### config.mk
export PLATFORM = sky130hd
export DESIGN_NAME = alu_seq_ctrl
export DESIGN_NICKNAME = d
export VERILOG_FILES = /design/src/rtl/alu_seq_ctrl_pkg.sv /design/src/rtl/alu_seq_decode.sv /design/src/rtl/alu_seq_ctrl.sv
export SDC_FILE = /design/constraint.sdc
export NUM_CORES = 1
export LEC_CHECK = 0
export CAP_MARGIN = 20
export CORE_UTILIZATION = 35
export DETAILED_ROUTE_END_ITERATION = 8
export MAX_ROUTING_LAYER = met4
export PLACE_DENSITY = 0.69
export RECOVER_POWER = 100
export SYNTH_ARGS = -nofsm -noshare
export SYNTH_HDL_FRONTEND = slang
export SYNTH_SLANG_ARGS = --single-unit
### constraint.sdc
create_clock -name clk -period 4.1 [get_ports clk]
set_clock_uncertainty 0.2 [all_clocks]
set_input_delay 0.82 -clock clk [delete_from_list [all_inputs] [get_ports clk]]
set_output_delay 0.82 -clock clk [all_outputs]
set_load 0.03 [all_outputs]
### src/rtl/alu_seq_ctrl_pkg.sv
// Shared definitions for the ALU instruction sequencer: opcodes, FSM states, field positions.
package alu_seq_ctrl_pkg;

  localparam int DATA_W = 16;

  localparam logic [3:0] OP_ADD      = 4'b0000;
  localparam logic [3:0] OP_SUB      = 4'b0010;
  localparam logic [3:0] OP_DIV      = 4'b0111;
  localparam logic [3:0] OP_ALU_LAST = 4'b1001;
  localparam logic [3:0] OP_CMP      = 4'b1010;
  localparam logic [3:0] OP_LD       = 4'b1011;
  localparam logic [3:0] OP_BR       = 4'b1100;
  localparam logic [3:0] OP_NOP0     = 4'b1101;
  localparam logic [3:0] OP_NOP1     = 4'b1110;
  localparam logic [3:0] OP_HALT     = 4'b1111;

  localparam int OP_MSB      = 15;
  localparam int OP_LSB      = 12;
  localparam int RA_MSB      = 11;
  localparam int RA_LSB      = 9;
  localparam int RB_MSB      = 2;
  localparam int RB_LSB      = 0;
  localparam int MODE_BIT    = 8;
  localparam int IMM_SEL_BIT = 5;

  typedef enum logic [2:0] {
    S_IDLE,
    S_FETCH,
    S_DECODE,
    S_EXEC,
    S_DIVWAIT,
    S_WB,
    S_HALT
  } state_t;

  function automatic logic [DATA_W-1:0] sext5(input logic [4:0] v);
    return {{(DATA_W-5){v[4]}}, v};
  endfunction

endpackage

### src/rtl/alu_seq_decode.sv
// Combinational instruction classifier; also produces the opcode word presented to the ALU.
module alu_seq_decode
  import alu_seq_ctrl_pkg::*;
#(
  parameter bit DIV_EN = 1'b0
) (
  input  logic [15:0] i_instr,
  output logic        o_writes_rf,
  output logic        o_sets_flags,
  output logic        o_is_branch,
  output logic        o_is_ld,
  output logic        o_is_div,
  output logic        o_is_halt,
  output logic [15:0] o_alu_opcode
);

  logic [3:0] w_op;
  assign w_op = i_instr[OP_MSB:OP_LSB];

  always_comb begin
    o_writes_rf  = 1'b0;
    o_sets_flags = 1'b0;
    o_is_branch  = 1'b0;
    o_is_ld      = 1'b0;
    o_is_div     = 1'b0;
    o_is_halt    = 1'b0;
    o_alu_opcode = i_instr;
    case (w_op)
      OP_DIV: begin
        o_is_div     = 1'b1;
        o_writes_rf  = DIV_EN;
        o_sets_flags = DIV_EN;
      end
      // Compare reuses the register-register subtract path
      OP_CMP: begin
        o_sets_flags = 1'b1;
        o_alu_opcode = {OP_SUB, i_instr[11:6], 1'b0, i_instr[4:0]};
      end
      OP_LD: begin
        o_is_ld     = 1'b1;
        o_writes_rf = 1'b1;
      end
      OP_BR:   o_is_branch = 1'b1;
      OP_HALT: o_is_halt   = 1'b1;
      default: begin
        if (w_op <= OP_ALU_LAST) begin
          o_writes_rf  = 1'b1;
          o_sets_flags = 1'b1;
        end
      end
    endcase
  end

endmodule

### src/rtl/alu_seq_ctrl.sv
// Multi-cycle fetch/decode/execute/writeback sequencer for the 16-bit ALU datapath.
// Define ALU_DIV_EN to enable the multi-cycle external divide (DIVWAIT state).
module alu_seq_ctrl
  import alu_seq_ctrl_pkg::*;
#(
  parameter logic [15:0] RESET_IP = 16'h0000
) (
  input  logic        clk,
  input  logic        rst_n,
  input  logic        start,
  output logic        imem_req,
  output logic [15:0] imem_addr,
  input  logic        imem_valid,
  input  logic [15:0] imem_rdata,
  output logic [2:0]  rf_raddr_a,
  output logic [2:0]  rf_raddr_b,
  input  logic [15:0] rf_rdata_a,
  input  logic [15:0] rf_rdata_b,
  output logic        rf_we,
  output logic [2:0]  rf_waddr,
  output logic [15:0] rf_wdata,
  output logic [15:0] alu_opcode,
  output logic [15:0] alu_rega,
  output logic [15:0] alu_regb,
  output logic [15:0] alu_imm,
  input  logic [15:0] alu_res,
  output logic        div_start,
  input  logic        div_done,
  output logic [15:0] ip,
  output logic        flag_n,
  output logic        flag_z,
  output logic        flag_p,
  output logic        halted
);

`ifdef ALU_DIV_EN
  localparam bit DIV_EN = 1'b1;
`else
  localparam bit DIV_EN = 1'b0;
`endif

  state_t      r_state;
  logic [15:0] r_instr;
  logic [15:0] r_ip;
  logic [2:0]  r_nzp;
  logic        r_imem_req;
  logic [15:0] r_imem_addr;
  logic [2:0]  r_raddr_a;
  logic [2:0]  r_raddr_b;
  logic        r_rf_we;
  logic [2:0]  r_waddr;
  logic [15:0] r_wdata;
  logic [15:0] r_alu_opcode;
  logic [15:0] r_alu_rega;
  logic [15:0] r_alu_regb;
  logic [15:0] r_alu_imm;
  logic        r_div_start;
  logic        r_halted;

  logic        w_writes_rf;
  logic        w_sets_flags;
  logic        w_is_branch;
  logic        w_is_ld;
  logic        w_is_div;
  logic        w_is_halt;
  logic [15:0] w_alu_op;
  logic [15:0] w_ip_inc;
  logic [15:0] w_br_tgt;
  logic        w_br_taken;
  logic [15:0] w_exec_res;
  logic [15:0] w_commit_res;
  logic        w_commit;

  alu_seq_decode #(.DIV_EN(DIV_EN)) u_decode (
    .i_instr      (r_instr),
    .o_writes_rf  (w_writes_rf),
    .o_sets_flags (w_sets_flags),
    .o_is_branch  (w_is_branch),
    .o_is_ld      (w_is_ld),
    .o_is_div     (w_is_div),
    .o_is_halt    (w_is_halt),
    .o_alu_opcode (w_alu_op)
  );

  function automatic logic [2:0] nzp_of(input logic [15:0] res);
    if (res[15])           return 3'b100;
    else if (res == 16'h0) return 3'b010;
    else                   return 3'b001;
  endfunction

  assign w_ip_inc   = r_ip + 16'd1;
  assign w_br_tgt   = w_ip_inc + {{7{r_instr[8]}}, r_instr[8:0]};
  assign w_br_taken = |(r_instr[RA_MSB:RA_LSB] & r_nzp);
  assign w_exec_res = w_is_ld ? (r_instr[MODE_BIT] ? r_alu_regb : {8'h00, r_instr[7:0]})
                              : alu_res;
  assign w_commit_res = (r_state == S_DIVWAIT) ? alu_res : w_exec_res;
  // Architectural state (ip, flags, register write) changes only on entry to WB
  assign w_commit = ((r_state == S_EXEC) && !(DIV_EN && w_is_div)) ||
                    ((r_state == S_DIVWAIT) && div_done);

  always_ff @(posedge clk or negedge rst_n) begin
    if (!rst_n) begin
      r_state      <= S_IDLE;
      r_instr      <= '0;
      r_ip         <= RESET_IP;
      r_nzp        <= 3'b010;
      r_imem_req   <= 1'b0;
      r_imem_addr  <= '0;
      r_raddr_a    <= '0;
      r_raddr_b    <= '0;
      r_rf_we      <= 1'b0;
      r_waddr      <= '0;
      r_wdata      <= '0;
      r_alu_opcode <= '0;
      r_alu_rega   <= '0;
      r_alu_regb   <= '0;
      r_alu_imm    <= '0;
      r_div_start  <= 1'b0;
      r_halted     <= 1'b0;
    end else begin
      r_rf_we     <= 1'b0;
      r_div_start <= 1'b0;
      case (r_state)
        S_IDLE: begin
          if (start) begin
            r_state     <= S_FETCH;
            r_imem_req  <= 1'b1;
            r_imem_addr <= r_ip;
          end
        end
        S_FETCH: begin
          if (imem_valid) begin
            r_state    <= S_DECODE;
            r_imem_req <= 1'b0;
            r_instr    <= imem_rdata;
            r_raddr_a  <= imem_rdata[RA_MSB:RA_LSB];
            r_raddr_b  <= imem_rdata[RB_MSB:RB_LSB];
          end
        end
        S_DECODE: begin
          if (w_is_halt) begin
            r_state  <= S_HALT;
            r_halted <= 1'b1;
          end else begin
            r_state      <= S_EXEC;
            r_alu_opcode <= w_alu_op;
            r_alu_rega   <= rf_rdata_a;
            r_alu_regb   <= rf_rdata_b;
            r_alu_imm    <= sext5(r_instr[4:0]);
          end
        end
        S_EXEC: begin
          if (DIV_EN && w_is_div) begin
            r_state     <= S_DIVWAIT;
            r_div_start <= 1'b1;
          end
        end
        S_WB: begin
          r_state     <= S_FETCH;
          r_imem_req  <= 1'b1;
          r_imem_addr <= r_ip;
        end
        default: ;
      endcase
      if (w_commit) begin
        r_state <= S_WB;
        r_ip    <= (w_is_branch && w_br_taken) ? w_br_tgt : w_ip_inc;
        if (w_writes_rf) begin
          r_rf_we <= 1'b1;
          r_waddr <= r_instr[RA_MSB:RA_LSB];
          r_wdata <= w_commit_res;
        end
        if (w_sets_flags) r_nzp <= nzp_of(w_commit_res);
      end
    end
  end

  assign imem_req   = r_imem_req;
  assign imem_addr  = r_imem_addr;
  assign rf_raddr_a = r_raddr_a;
  assign rf_raddr_b = r_raddr_b;
  assign rf_we      = r_rf_we;
  assign rf_waddr   = r_waddr;
  assign rf_wdata   = r_wdata;
  assign alu_opcode = r_alu_opcode;
  assign alu_rega   = r_alu_rega;
  assign alu_regb   = r_alu_regb;
  assign alu_imm    = r_alu_imm;
  assign div_start  = r_div_start;
  assign ip         = r_ip;
  assign flag_n     = r_nzp[2];
  assign flag_z     = r_nzp[1];
  assign flag_p     = r_nzp[0];
  assign halted     = r_halted;

endmodule

Word-level counts from Yosys, hierarchy flattened. Cells that the tools add are included.

Add/sub/neg operators: 2. Magnitude comparators: 1. $mul: 0. Div/mod/pow operators: 0. Eq/ne operators: 14. Muxes and demuxes: 25. Shifts and indexed selects: 0. Bitwise logic cells: 2. Reductions and logical operators: 19.

Operator list (number): two-way mux 16 bit (6); one-hot mux 16 bit (2 select lines) (1); adder 16 x 1 -> 16 bit, second input constant (1); adder 16 bit (1); equality test 4 bit, second input constant (4); zero test 16 bit (1); two-way mux 3 bit (5); one-hot mux 3 bit (4 select lines) (1); AND reduction 2 bit (6); two-way mux 1 bit (8); OR reduction 4 bit (2); equality test 3 x 2 -> 1 bit, second input constant (2); equality test 3 bit, second input constant (2); != test 3 bit, second input constant (2); AND reduction 3 bit (2); nonzero test 5 bit (1); equality test 4 x 3 -> 1 bit, second input constant (1); <= comparator 4 bit, second input constant (1); != test 2 bit, second input constant (2); one-hot mux 1 bit (2 select lines) (2); bitwise AND 3 bit (1); equality test 3 x 1 -> 1 bit, second input constant (1); zero test 3 bit (1); one-hot mux 1 bit (3 select lines) (1); other kinds (7) (8).

Flip-flop bits (word level): 135. ROM bits: 0. Memories: 0. Word-level logic and storage cells: 79. RAM bits: 0. Bits of input ports: 69. Output and inout port bits: 128. Bits in latches: 0.

Depth between registers and ports, before layout. Gate-level depths: netlist (run 1).

Word-level depth: 7. Gate-level depth with buffers: 14. Depth with buffers taken out: 14.

Cells and area by module. From an unflattened synthesis (run 1), not the netlist that was laid out.

Cell total of the unflattened synthesis: 626. Area total of the unflattened synthesis: 6762.7 sq um.

Modules (own cells, without submodules): alu_seq_ctrl (cells each 598, area each 6582.6 sq um, seq. area each 3229.3 sq um, times used 1); alu_seq_decode (cells each 28, area each 180.2 sq um, seq. area each 0.0 sq um, times used 1).

Worst setup path before layout (run 1). Ideal clock, no wire load.

Path type: reg-to-reg. From: reg r_ip[0], in the netlist ip[0]. To: reg r_ip[15], in the netlist ip[15]. Buffers on the path: 0. Clock period less this slack: 3.599 ns. Cell stages (with the launch flop): 14. Arrival time: 3.319 ns. Data required time: 3.820 ns. Setup time: 0.080 ns. Setup slack: 0.501 ns. Cells stage by stage: dfrtp_1 ha_1 nand3_1 nor2_1 nand3_1 xnor2_1 ha_1 a21oi_1 o21ai_0 a21o_1 o21a_1 or4_1 a21oi_1 xor2_1.

Cells in the longest elaborated chain, start to end: 3.

Ends and longest elaborated chain: start, declared (RTL line alu_seq_ctrl.sv:44) `logic [15:0] r_ip;`; start signal, assigned (RTL line alu_seq_ctrl.sv:167) `r_ip <= (w_is_branch && w_br_taken) ? w_br_tgt : w_ip_inc;`; adder 16 x 1 -> 16 bit * (RTL line alu_seq_ctrl.sv:91) `assign w_ip_inc = r_ip + 16'd1;`; adder 16 bit (RTL line alu_seq_ctrl.sv:92) `assign w_br_tgt = w_ip_inc + {{7{r_instr[8]}}, r_instr[8:0]};`; two-way mux 16 bit * (RTL line alu_seq_ctrl.sv:167).

Mark *: on every way between the ends. The rest lies on a longest branch, timed or not. A chain may end at the register's enable or synchronous reset.

Worst setup path after layout (run 1). Ends and elaborated chain as after synthesis.

==> results of run 1 <==
metal layers:
| metal | wire length (um) | share of wire [%] |
|---|---|---|
| met5 | 0 | 0 |
| met2 | 8690 | 48 |
| met4 | 308 | 1.7 |
| met3 | 780 | 4.3 |
| met1 | 8360 | 46 |
final cells by class:
class | count | share of cell area [%]
Tap cell | 229 | 3.19
Timing Repair Buffer | 207 | 22.4
Clock inverter | 15 | 1.70
Sequential cell | 124 | 34.6
Clock buffer | 17 | 4.74
Inverter | 11 | 0.460
Multi-Input combinational cell | 501 | 32.9
logic make-up (layout without fill, tap and decap cells):
logic type | after synthesis | count (layout) | share of synthesized area [%]
buffers and inverters | 64 | 250 | 5.19
multiplexers | 45 | 45 | 7.76
other | 1 | 1 | 0.0587
adder cells (fa/ha/maj) | 21 | 21 | 4.23
AO/OA/AOI/OAI | 116 | 116 | 11.0
XOR/XNOR | 25 | 25 | 3.43
flip-flops | 124 | 124 | 48.6
AND/OR/NAND/NOR | 293 | 293 | 19.7
per-stage QoR:
stage,utilization [%],hold WS (ns)
after floorplan,-,0.285
after global placement,47.2,0.253
after detailed placement,47.2,0.262
after CTS,50.4,0.274
after global routing,50.1,0.290
final,50.1,0.271
worst register-to-register path, cell delays in order (launching register included):
cell	delay, ns
dfrtp_1	0.46
ha_1	0.23
nand3_1	0.21
nor2_2	0.33
nand3_1	0.13
xnor2_1	0.25
ha_1	0.36
a21oi_1	0.25
o21ai_0	0.17
a21o_1	0.20
o21a_1	0.17
or4_1	0.40
a21oi_1	0.20
xor2_1	0.16
synth_stat cells (3+ instances only):
library cell,count,area (um^2)
xnor2_1,15,131
a21oi_1,36,180
ha_1,20,250
and3_1,3,18.8
a221o_1,3,30.0
mux2_2,36,405
buf_2,4,20.0
o22a_1,3,26.3
nand3_1,20,100
mux2i_1,9,90.1
a21o_1,7,52.6
nor2_1,44,165
a211oi_1,5,37.5
o31ai_1,3,22.5
o21a_1,3,22.5
nand4_1,6,37.5
a31oi_1,12,75.1
nor4_1,9,56.3
nor3_1,10,50.1
buf_4,23,173
inv_1,10,37.5
xor2_1,10,87.6
dfrtp_1,123,3080
o22ai_1,3,18.8
nand2_1,187,702
o21ai_0,33,165
clkbuf_1,24,90.1
flip-flops by register name (all words and copies together) (netlist names), 3 cells and up:
signal / count
alu_regb: 16
alu_opcode: 16
imem_addr: 16
rf_waddr: 3
alu_rega: 16
r_nzp: 3
r_instr: 16
r_state: 3
rf_wdata: 16
ip: 16
how the worst max path moves through the flow:
stage / from / end / slack [ns] / depth (start not counted)
6_report: ip[0] / ip[15] / 0.31 / 13
4_1_cts: ip[0] / ip[15] / 0.24 / 13
3_5_place_dp: ip[0] / ip[15] / 0.27 / 13
3_3_place_gp: ip[0] / ip[15] / 0.40 / 13
5_1_grt: ip[0] / ip[15] / 0.08 / 13
2_1_floorplan: ip[0] / ip[15] / 0.50 / 13
power groups by stage:
stage                     combinational [mW]  sequential [mW]  clock [mW]
after floorplan                         2.53             3.20           0
after global placement                  5.11             2.41           0
after detailed placement                5.15             2.43           0
after CTS                               5.19             2.41        1.51
after global routing                    5.35             2.48        1.57
final                                   4.93             2.38        1.48
==> impl_metrics.toml, run 1 <==
[global_route]
grt_pass1_vias = 5189
groute.layer.met1.usage_pct = 27.5
grt_util_met3_pct = 4.44
grt_usage_pct = 20.6
grt_first_pass_wirelength_um = 28300
grt_max_degree = 82
use_met2_pct = 31.3
busiest_layer = "met2"
gr-total-overflow = 0
antenna_found_initial = 0

[hold_path]
min_from = "alu_opcode[7]"
holdPathStages = 2
whs_endpoint = "alu_opcode[7]"
min_path_type = "reg -> reg"

[detailed_routing]
drc_errors = 0
routedWlPerCell_um = 16.4
vias_per_cell = 5.05
wl_um = 18100
dr.pass1.iters = 5
vias = 5574
antenna_left = 0
drt_iter0_drc = 313

[setup_path]
critPathKind = "reg -> reg"
max_stage_delay_ns = 0.46
cp_slowest_cell = "dfrtp_1"
reg2reg_depth = 13
cp.arrival_ns = 3.93
critPathBufInv = 0
endpoint_kind = "flip-flop"
path_cells = "ha_1, nand3_1, nor2_2, nand3_1, xnor2_1, ha_1, a21oi_1, o21ai_0, a21o_1, o21a_1, or4_1, a21oi_1, xor2_1"
cp.required_ns = 4.24
r2r_setup_slack_ns = 0.31
worst_r2r_endpoint = "ip[15]"
critPathLaunchType = "flip-flop"
cp_top_family = "simple AND/OR/NAND/NOR gates"
worst-path-max-fanout = 8
r2r-start = "ip[0]"

[timing]
period_minus_slack_ns = 3.79
timing.slew.headroom_pct = -39.4
hold_violations = 0
fin_crit_sh_pct = 92.4
maxSlewViolCount = 113
timing.final.ws_setup_ns = 0.310
tns_ns = 0
rsz0062_at_grt = "no"
clock.fmax_mhz = 264
setup_viol = 0
worstMarginPinSlew_ns = 2.09

[synthesis]
synth_edf_count = 0
synth_warnings = 0
netlist_instances = 689
synth.yosys.seq_area_share_pct = 48.6
synth_area_mm2 = 0.00638
avgSynthCellArea_um2 = 9.27
synthFlopType = "dfrtp_1"
async_flop_share_pct = 100
synth_seq_cells = 124
synth_cell_types = 51
synth_nets = 779

[clocking]
htreeDepth = 4
cts.repair.resized = 0
numCtsBuffers = 17
cts_tree = "yes"
hold_buffers = 0
clock_path_buffers = 2
cts.sink_count = 124
root_buffer = "clkbuf_16"
clk_latency_ns = 0.42
clkTransAtPathRegs_ns = 0.06
postCtsSetupBuffers = 0

[finish]
instances_no_fill = 1104
fill_cells = 1711
synthToLayoutAreaGrowth_pct = 40.5
fin_area_mm2 = 0.00897
nets = 952
layout_common_cells = "nand2_1, dlygate4sd3_1, dfrtp_1, clkdlybuf4s50_1, nor2_1"
diodes = 0
final_layout_size_suffix_gt1_share_pct = 9.37
seqCellArea_mm2 = 0.00310
multi_input_area_mm2 = 0.00295
final_common_cell = "nand2_1"

[pwr]
p_int_mw = 4.59
seqPwrFrac_pct = 27.1
power.share.clock_pct = 16.8
p_leak_nw = 4.05
worst_ir_drop_vdd_mv = 0.427
sw_frac_of_total_pct = 47.8
power.switching_mw = 4.20
cellPowerDensity_mw_per_mm2 = 980
p_comb_share_pct = 56.1
power_mw = 8.79

[outcome]
violations = "max-capacitance violations, max-slew violations"
status = "complete, but fails checks"

[floorplanning]
core.rowCount = 49
die_y_um = 137
core_area_mm2 = 0.0179
io_pins = 197
die_w_um = 137
die_area_mm2 = 0.0188
start_util_pct = 35.7

[placement]
place_area_mm2 = 0.00845
dp_cells = 1072
io_buffers = 195
place_hpwl_um = 13200
dp_slack_ns = 0.269
gp_congestion = 0.862

[flow_run]
maxCapViolCount = 2
Note: power is estimated with default switching activity, not from simulation.
==> run 2: changes to the inputs <==
- SLEW_MARGIN: default -> 20
==> results of run 2 <==
Final layout, timing and power as in run 1 (identical DEF).
